--- src/rtl/sfpga_cfg_pkg.sv ---
// Shared definitions for the slave SelectMAP x16 receiver: FSM encoding,
// sync/dummy word constants and the per-byte bit unswap.
package sfpga_cfg_pkg;

  typedef enum logic [2:0] {
    ST_IDLE  = 3'd0,
    ST_CLEAR = 3'd1,
    ST_SYNC  = 3'd2,
    ST_LOAD  = 3'd3,
    ST_START = 3'd4,
    ST_DONE  = 3'd5,
    ST_ERR   = 3'd6
  } rx_state_e;

  localparam logic [15:0] SYNC_W0 = 16'h00BB;
  localparam logic [15:0] SYNC_W1 = 16'h0022;
  localparam logic [15:0] SYNC_W2 = 16'h5566;
  localparam logic [15:0] DUMMY_W = 16'hFFFF;

  // The master reverses the bits of each byte on the bus; undo that when en=1.
  function automatic logic [15:0] unswap(input logic [15:0] w, input logic en);
    logic [15:0] r;
    r = w;
    if (en) begin
      for (int b = 0; b < 2; b++) begin
        for (int i = 0; i < 8; i++) begin
          r[8*b+i] = w[8*b+7-i];
        end
      end
    end
    return r;
  endfunction

endpackage

--- src/rtl/sfpga_sync_detect.sv ---
// Three-word sync sequence matcher; emits a registered one-cycle sync_hit
// the cycle after the final sync word is seen.
module sfpga_sync_detect
  import sfpga_cfg_pkg::*;
(
  input  logic        clk,
  input  logic        rst_n,
  input  logic [15:0] word,
  input  logic        wr,
  input  logic        clr,
  output logic        sync_hit
);

  logic [1:0] step;
  logic [1:0] step_next;
  logic       hit_next;

  always_comb begin
    // NOTE: every comb output gets a default first so no latch is inferred.
    step_next = step;
    hit_next  = 1'b0;
    if (clr) begin
      step_next = 2'd0;
    end else if (wr) begin
      if (word == DUMMY_W) begin
        step_next = step;
      end else if (step == 2'd2 && word == SYNC_W2) begin
        step_next = 2'd0;
        hit_next  = 1'b1;
      end else if (step == 2'd1 && word == SYNC_W1) begin
        step_next = 2'd2;
      end else if (word == SYNC_W0) begin
        // A stray first sync word restarts the match rather than killing it.
        step_next = 2'd1;
      end else begin
        step_next = 2'd0;
      end
    end
  end

  always_ff @(posedge clk) begin
    if (!rst_n) begin
      step     <= 2'd0;
      sync_hit <= 1'b0;
    end else begin
      step     <= step_next;
      sync_hit <= hit_next;
    end
  end

endmodule

--- src/rtl/sfpga_selectmap_rx.sv ---
// Slave-side SelectMAP x16 receiver: INIT_B handshake, sync detection,
// payload unswap/count/forward and DONE emulation.
module sfpga_selectmap_rx
  import sfpga_cfg_pkg::*;
#(
  parameter int INIT_LOW_CYC = 16,
  parameter int DONE_DLY     = 8,
  parameter int LEN_W        = 32,
  parameter bit BIT_SWAP     = 1'b1
) (
  input  logic             clk,
  input  logic             rst_n,
  input  logic [LEN_W-1:0] cfg_len_words_i,
  input  logic             prog_b_i,
  input  logic             csi_b_i,
  input  logic             rdwr_b_i,
  input  logic [15:0]      cfg_d_i,
  output logic             init_b_o,
  output logic             done_o,
  output logic [15:0]      rx_data_o,
  output logic             rx_vld_o,
  output logic [LEN_W-1:0] rx_cnt_o,
  output logic             sync_ok_o,
  output logic             err_o
);

  localparam int TMR_MAX = (INIT_LOW_CYC > DONE_DLY) ? INIT_LOW_CYC : DONE_DLY;
  localparam int TMR_W   = $clog2(TMR_MAX + 1);
  localparam logic [TMR_W-1:0] INIT_END = TMR_W'(INIT_LOW_CYC - 1);
  localparam logic [TMR_W-1:0] DLY_END  = TMR_W'(DONE_DLY - 1);

  rx_state_e        state;
  rx_state_e        state_next;
  logic             prog_b_q;
  logic             csi_b_q;
  logic             rdwr_b_q;
  logic [15:0]      d_q;
  logic [TMR_W-1:0] tmr;
  logic [LEN_W-1:0] cnt_inc;
  logic [15:0]      word;
  logic             wr;
  logic             rd;
  logic             sync_hit;

  // Master launches on negedge; everything downstream uses these copies.
  always_ff @(posedge clk) begin
    if (!rst_n) begin
      prog_b_q <= 1'b1;
      csi_b_q  <= 1'b1;
      rdwr_b_q <= 1'b1;
      d_q      <= 16'h0000;
    end else begin
      prog_b_q <= prog_b_i;
      csi_b_q  <= csi_b_i;
      rdwr_b_q <= rdwr_b_i;
      d_q      <= cfg_d_i;
    end
  end

  assign wr      = !csi_b_q && !rdwr_b_q;
  assign rd      = !csi_b_q && rdwr_b_q;
  assign word    = unswap(d_q, BIT_SWAP);
  assign cnt_inc = (&rx_cnt_o) ? rx_cnt_o : rx_cnt_o + LEN_W'(1);

  sfpga_sync_detect u_sync (
    .clk      (clk),
    .rst_n    (rst_n),
    .word     (word),
    .wr       (wr && state == ST_SYNC),
    .clr      (state != ST_SYNC || !prog_b_q),
    .sync_hit (sync_hit)
  );

  always_ff @(posedge clk) begin
    if (!rst_n) state <= ST_IDLE;
    else        state <= state_next;
  end

  always_comb begin
    state_next = state;
    if (!prog_b_q) begin
      state_next = ST_CLEAR;
    end else begin
      unique case (state)
        ST_IDLE:  state_next = ST_IDLE;
        ST_CLEAR: if (tmr == INIT_END) state_next = ST_SYNC;
        ST_SYNC: begin
          if (rd)            state_next = ST_ERR;
          else if (sync_hit) state_next = (cfg_len_words_i == '0) ? ST_START : ST_LOAD;
        end
        ST_LOAD: begin
          if (rd)                                   state_next = ST_ERR;
          else if (wr && cnt_inc >= cfg_len_words_i) state_next = ST_START;
        end
        ST_START: begin
          if (rd)                  state_next = ST_ERR;
          else if (tmr == DLY_END) state_next = ST_DONE;
        end
        ST_DONE:  state_next = ST_DONE;
        ST_ERR:   state_next = ST_ERR;
        default:  state_next = ST_IDLE;
      endcase
    end
  end

  always_comb begin
    init_b_o = !(state == ST_CLEAR || state == ST_ERR);
    done_o   = (state == ST_DONE);
    err_o    = (state == ST_ERR);
  end

  // One timer serves both the INIT_B low window and the startup delay.
  always_ff @(posedge clk) begin
    if (!rst_n) begin
      tmr <= '0;
    end else if (!prog_b_q || state_next != state) begin
      tmr <= '0;
    end else if (state == ST_CLEAR || state == ST_START) begin
      tmr <= tmr + TMR_W'(1);
    end
  end

  always_ff @(posedge clk) begin
    if (!rst_n) begin
      rx_data_o <= 16'h0000;
      rx_vld_o  <= 1'b0;
      rx_cnt_o  <= '0;
      sync_ok_o <= 1'b0;
    end else begin
      rx_vld_o <= 1'b0;
      if (!prog_b_q) begin
        rx_cnt_o  <= '0;
        sync_ok_o <= 1'b0;
      end else begin
        if (state == ST_SYNC && (state_next == ST_LOAD || state_next == ST_START)) begin
          sync_ok_o <= 1'b1;
        end
        if (state == ST_LOAD && wr) begin
          rx_vld_o  <= 1'b1;
          rx_data_o <= word;
          rx_cnt_o  <= cnt_inc;
        end
      end
    end
  end

endmodule

--- config.mk ---
export PLATFORM = sky130hd
export DESIGN_NAME = sfpga_selectmap_rx
export DESIGN_NICKNAME = d
export VERILOG_FILES = /design/src/rtl/sfpga_cfg_pkg.sv /design/src/rtl/sfpga_sync_detect.sv /design/src/rtl/sfpga_selectmap_rx.sv
export SDC_FILE = /design/constraint.sdc
export NUM_CORES = 1
export LEC_CHECK = 0
export ABC_CLOCK_PERIOD_IN_PS = 4400
export CORE_ASPECT_RATIO = 1.4
export CORE_MARGIN = 10
export CORE_UTILIZATION = 47
export DETAILED_ROUTE_END_ITERATION = 7
export PLACE_DENSITY = 0.76
export SYNTH_ARGS = -nofsm -noshare
export SYNTH_HDL_FRONTEND = slang
export SYNTH_SLANG_ARGS = --single-unit
export TNS_END_PERCENT = 5
--- constraint.sdc ---
create_clock -name clk -period 4.4 [get_ports clk]
set_clock_uncertainty 0.2 [all_clocks]
set_input_delay 1.32 -clock clk [delete_from_list [all_inputs] [get_ports clk]]
set_output_delay 1.32 -clock clk [all_outputs]
set_load 0.01 [all_outputs]
* After elaboration in Yosys (flattened, before gate mapping)
Index checks and enable logic that the tools add are counted.
Cells by class: add/subtract/negate cells 2, $mul 0, div/mod/pow operators 0, magnitude comparators 1, equal/unequal tests 18, shifts and indexed selects 0, multiplexer cells 16, bitwise operators 3, reductions and logical operators 25
Operators with widths (number):
- 32-bit by 1-bit adder with 32-bit output, second input constant | 1
- 32-bit greater-or-equal comparator | 1
- 32-bit logical NOT | 1
- 32-bit two-way mux | 1
- 32-bit AND reduction | 1
- 3-bit two-way mux | 9
- 3-bit one-hot mux with 6 select lines | 1
- 16-bit by 15-bit == test with 1-bit output, second input constant | 1
- 16-bit == test, second input constant | 1
- 16-bit by 6-bit == test with 1-bit output, second input constant | 1
- 16-bit by 8-bit == test with 1-bit output, second input constant | 1
- 3-bit == test, second input constant | 4
- 3-bit by 2-bit == test with 1-bit output, second input constant | 3
- 1-bit logical AND | 8
- 2-bit AND reduction | 3
- 5-bit by 1-bit adder with 5-bit output, second input constant | 1
- 5-bit by 3-bit == test with 1-bit output, second input constant | 1
- 5-bit by 4-bit == test with 1-bit output, second input constant | 1
- 1-bit logical OR | 5
- 1-bit logical NOT | 4
- 2-bit two-way mux | 2
- 2-bit OR reduction | 2
- 4-bit OR reduction | 1
- 3-bit by 1-bit == test with 1-bit output, second input constant | 1
- other kinds (6) | 10
Word-level totals: register bits 80, latch bits 0, RAM bits 0, bits in read-only memories 0, bits of input ports 53, output and inout port bits 53, word-level logic and storage cells 77, memories 0

* Logic depth before layout (Yosys ltp)
word-level depth 11, gate-level depth with buffers 17, gate-level depth less buffers 16

* By module
A second synthesis with hierarchy kept.
Unflattened totals: cells, all modules 600, area, all modules 4739.5 um^2
Modules (own cells, without submodules):
- sfpga_selectmap_rx | times used 1, cells each 574, area an instance 4530.6 um^2, seq. area each 1541.5 um^2
- sfpga_sync_detect | times used 1, cells each 26, area an instance 209.0 um^2, seq. area each 60.1 um^2

* Worst setup path after synthesis
Ideal clock, no wire load.
path kind reg2reg, start point register rx_cnt_o[26], end point register tmr[0], library setup time 0.079 ns, data arrival time 3.864 ns, data required time 4.121 ns, path slack 0.257 ns, cell stages (with the launch flop) 17, path buffers 2, clock period less this slack 4.143 ns, cells stage by stage dfxtp_1 > buf_2 > nand4_1 > nor4_1 > nand3_1 > nand2b_1 > buf_2 > nor3_1 > xor2_1 > ha_1 > nand2_2 > nor4_2 > or4b_1 > a311oi_2 > o31ai_2 > xor2_2 > nor3_1
On the way: word-level cells in the longest chain between the ends 11, elaborated cells on any way between the ends 12, classes of those cells add/sub (1); order compare (1); eq/ne (1); mux (5); reduce/logical (4)
RTL lines:
- start: declaration | RTL line sfpga_selectmap_rx.sv:22 | output logic [LEN_W-1:0] rx_cnt_o,
- start signal: assignment | RTL line sfpga_selectmap_rx.sv:141 | rx_cnt_o <= cnt_inc;
- 32-bit AND reduction | RTL line sfpga_selectmap_rx.sv:63 | assign cnt_inc = (&rx_cnt_o) ? rx_cnt_o : rx_cnt_o + LEN_W'(1);
- 32-bit two-way mux | RTL line sfpga_selectmap_rx.sv:63
- via cnt_inc[15] | RTL line sfpga_selectmap_rx.sv:39 | logic [LEN_W-1:0] cnt_inc;
- 32-bit greater-or-equal comparator | RTL line sfpga_selectmap_rx.sv:93 | else if (wr && cnt_inc >= cfg_len_words_i) state_next = ST_START;
- 1-bit logical AND | RTL line sfpga_selectmap_rx.sv:93
- 3-bit two-way mux | RTL line sfpga_selectmap_rx.sv:93
- 3-bit two-way mux | RTL line sfpga_selectmap_rx.sv:92 | if (rd) state_next = ST_ERR;
- 3-bit one-hot mux with 6 select lines | RTL line sfpga_selectmap_rx.sv:84 | unique case (state)
- 3-bit two-way mux | RTL line sfpga_selectmap_rx.sv:81 | if (!prog_b_q) begin
- 3-bit inequality test | RTL line sfpga_selectmap_rx.sv:116 | end else if (!prog_b_q || state_next != state) begin
- 1-bit logical OR | RTL line sfpga_selectmap_rx.sv:116
- 2-bit OR reduction (no line)
- end signal: assignment | RTL line sfpga_selectmap_rx.sv:119 | tmr <= tmr + TMR_W'(1);
- end: declaration | RTL line sfpga_selectmap_rx.sv:38 | logic [TMR_W-1:0] tmr;
The timed path passes the listed nets, and every way through them passes these cells. A chain may end at the register's enable or synchronous reset.

* Final worst setup path
start point register rx_cnt_o[22], end point register tmr[3]
Same word-level chain as after synthesis.

==> impl_metrics.yaml <==
run_status:
  status: "complete, no violations"
cts:
  ctsHoldBuffers: 0
  post_cts_buffers: 0
  numCtsBuffers: 9
  cts_tree: "done"
  clockBufferDepth: 2
  clockRootBuffer: "clkbuf_16"
  cts_sinks: 80
  clk_latency_ps: 340
  htreeDepth: 3
  path_clk_slew_ps: 60
  cts_resized: 0
synth:
  ys_seq_area_share_pct: 32.6
  synth-seq-cells: 80
  synth-async-reset-ratio_pct: 0
  syn_area_per_cell_um2: 8.18
  yosysWarningCount: 0
  synth_edf_count: 0
  synthCells: 600
  syn-num-nets: 688
  synth_flop_cell: "dfxtp_1"
  synth_area_um2: 4910
  synth_cell_types: 65
pwr:
  intPower_uw: 1310
  clock_power_share_pct: 48.3
  power.switching_uw: 384
  swShare_pct: 22.6
  p_leak_uw: 0.00259
  pwr-share-seq_pct: 44.2
  share_comb_of_total_power_pct: 7.5
  ir_drop_uv: 227
  power_density_nw_per_um2: 255
hold_path:
  hold_end: "rx_data_o[3]"
  hp-start: "rx_data_o[3]"
  holdCritPathClass: "flip-flop to flip-flop"
  min_delay_path_depth: 2
sta:
  final_max_slew_viol_count: 0
  slew_headroom_pct: 28.1
  max_freq_mhz: 239
  setup_tns_ps: 0
  setup_violations: 0
  fin_crit_sh_pct: 95.0
  rsz0062_at_grt: "no"
  hold_violations: 0
  fin_crit_ps: 4180
  tightestPinTransition_ps: 1070
grt:
  antenna_found_initial: 0
  grt_max_degree: 41
  grt_pass1_wl_um: 22600
  track_usage_pct: 18.3
  grt_remaining_overflow: 0
  grt_pass1_vias: 4706
setup_path:
  crit_path_end_kind: "flip-flop"
  cp_data_required_time_ps: 4460
  r2r_cells: 15
  path_max_fanout: 6
  crit_type: "flip-flop to flip-flop"
  r2r_start: "rx_cnt_o[22]"
  rrSetupSlack_ps: 220
  r2r_end: "tmr[3]"
  crit_arrival_ps: 4240
  start_kind: "flip-flop"
die:
  dieArea_um2: 15000
  initial_core_util_pct: 47.7
  die_w_um: 106
  die_y_um: 141
  core_area_um2: 10300
  rows: 44
  ios: 106
place:
  gp_congestion: 0.972
  postPlaceCellArea_um2: 6230
  detailed_place_hpwl_um: 11000
  portBuffers: 105
routing:
  vias: 4659
  avgRoutedWirePerCell_um: 16.1
  dr.pass1.iters: 4
  wirelength_um: 14000
  antenna_left: 0
  drt-initial-drc-count: 133
  drc: 0
  vias_per_cell: 5.38
cells_and_area:
  drive_gt1_share_pct: 11.7
  fin_nets: 811
  antenna_cells: 0
  synthToLayoutAreaGrowth_pct: 35.8
  stdcell_area_um2: 6660
run:
  maxCapViolations: 0
[worst max-delay path by stage]
stage	startpoint	to	slack, ps	cells past startpoint
2_1_floorplan	rx_cnt_o[26]	tmr[0]	260	16
3_3_place_gp	cfg_len_words_i[21]	tmr[1]	40	10
3_5_place_dp	cfg_len_words_i[15]	tmr[3]	-20	10
4_1_cts	rx_cnt_o[11]	tmr[3]	10	13
5_1_grt	rx_cnt_o[22]	tmr[3]	30	17
6_report	rx_cnt_o[22]	tmr[3]	220	15
[cell usage after synthesis, types with 3 or more instances]
library cell	instances	share of area [%]
nand4_1	22	2.8
and2_1	22	2.8
and3_1	5	0.64
nand2b_1	8	1.0
a21boi_0	17	2.6
xor2_1	32	5.7
buf_2	5	0.51
inv_1	39	3.0
nor3_1	16	1.6
buf_6	6	1.4
clkbuf_1	14	1.1
ha_1	35	8.9
a21oi_1	19	1.9
o21a_1	3	0.46
nor2_1	63	4.8
nand3_1	38	3.9
and4_1	3	0.54
o21ai_0	8	0.82
xnor2_1	30	5.4
nor4_1	14	1.8
a211oi_1	4	0.61
nor3_2	3	0.61
or3_1	6	0.77
dfxtp_1	80	33
nand2_1	59	4.5
[worst max-delay path, cell delays in order, from the launching register on]
cell and delay, ps:
dfxtp_1 450, nand4_1 160, nor4_1 280, buf_4 180, nand3_1 90, nand2b_1 230, nor3_1 90, xor2_1 150
ha_1 320, nand2_2 80, nor4_2 360, or4b_1 530, a311oi_4 390, o31ai_4 160, xor2_4 210, nor3_2 210
[logic make-up after synthesis]
family / share of synthesized area (%)
mux: 0.408
fa+ha+maj: 8.93
simple gates: 30.7
xor+xnor: 11.4
flops: 32.6
compound gates: 9.97
buf+inv: 5.94
[cells in the final DEF (no fill, tap or decap), drive strengths merged, types with 17 or more instances in the layout]
cell           netlist  layout
clkdlybuf4s50        0     105
dfxtp               80      80
nor2                63      63
nand2               60      60
inv                 39      43
nand3               39      39
ha                  35      35
xor2                33      33
buf                 11      32
xnor2               30      30
and2                25      25
nand4               22      22
a21oi               19      19
nor3                19      19
a21boi              18      18
nor4                17      17
[power groups by stage]
stage | Combinational, uW | Sequential [uW] | Clock (uW)
floorplan | 61.0 | 758 | 0
global placement | 118 | 765 | 0
detailed placement | 122 | 765 | 0
CTS | 123 | 749 | 835
global route | 139 | 751 | 866
finish | 127 | 750 | 821
[routing by layer]
| layer | up-vias | share of wire (%) | GRT usage [%] |
|---|---|---|---|
| met5 | - | 0 | 0 |
| met4 | 0 | 3.8 | 8.79 |
| met3 | 33 | 5.4 | 3.74 |
| met2 | 140 | 51 | 33.0 |
| met1 | 2170 | 40 | 19.7 |
| li1 | 2316 | - | - |
[stage by stage]
step	total power [uW]	util, %	setup slack [ps]	instances	hold slack [ps]
3_3_place_gp	882	60.5	42.3	850	252
5_1_grt	1760	64.7	34.1	866	282
2_1_floorplan	819	-	257	600	248
4_1_cts	1710	63.7	13.1	866	266
6_report	1700	64.7	219	866	263
3_5_place_dp	887	60.5	-19.9	850	249
[cell type report]
class,instances,area [um^2]
clock buffer,9,225
clock inverter,7,106
fill,878,3630
inverter,39,146
multi-input combinational,456,3120
sequential,80,1600
tap,138,173
timing repair buffer,137,1290
[sequential cells by signal (all words and copies together) (netlist names)]
| name | count |
|---|---|
| rdwr_b_q | 1 |
| tmr | 5 |
| rx_vld_o | 1 |
| u_sync.step | 2 |
| prog_b_q | 1 |
| sync_ok_o | 1 |
| d_q | 16 |
| rx_cnt_o | 32 |
| u_sync.sync_hit | 1 |
| rx_data_o | 16 |
| state | 3 |
| csi_b_q | 1 |
Note: power is estimated with default switching activity, not from simulation.
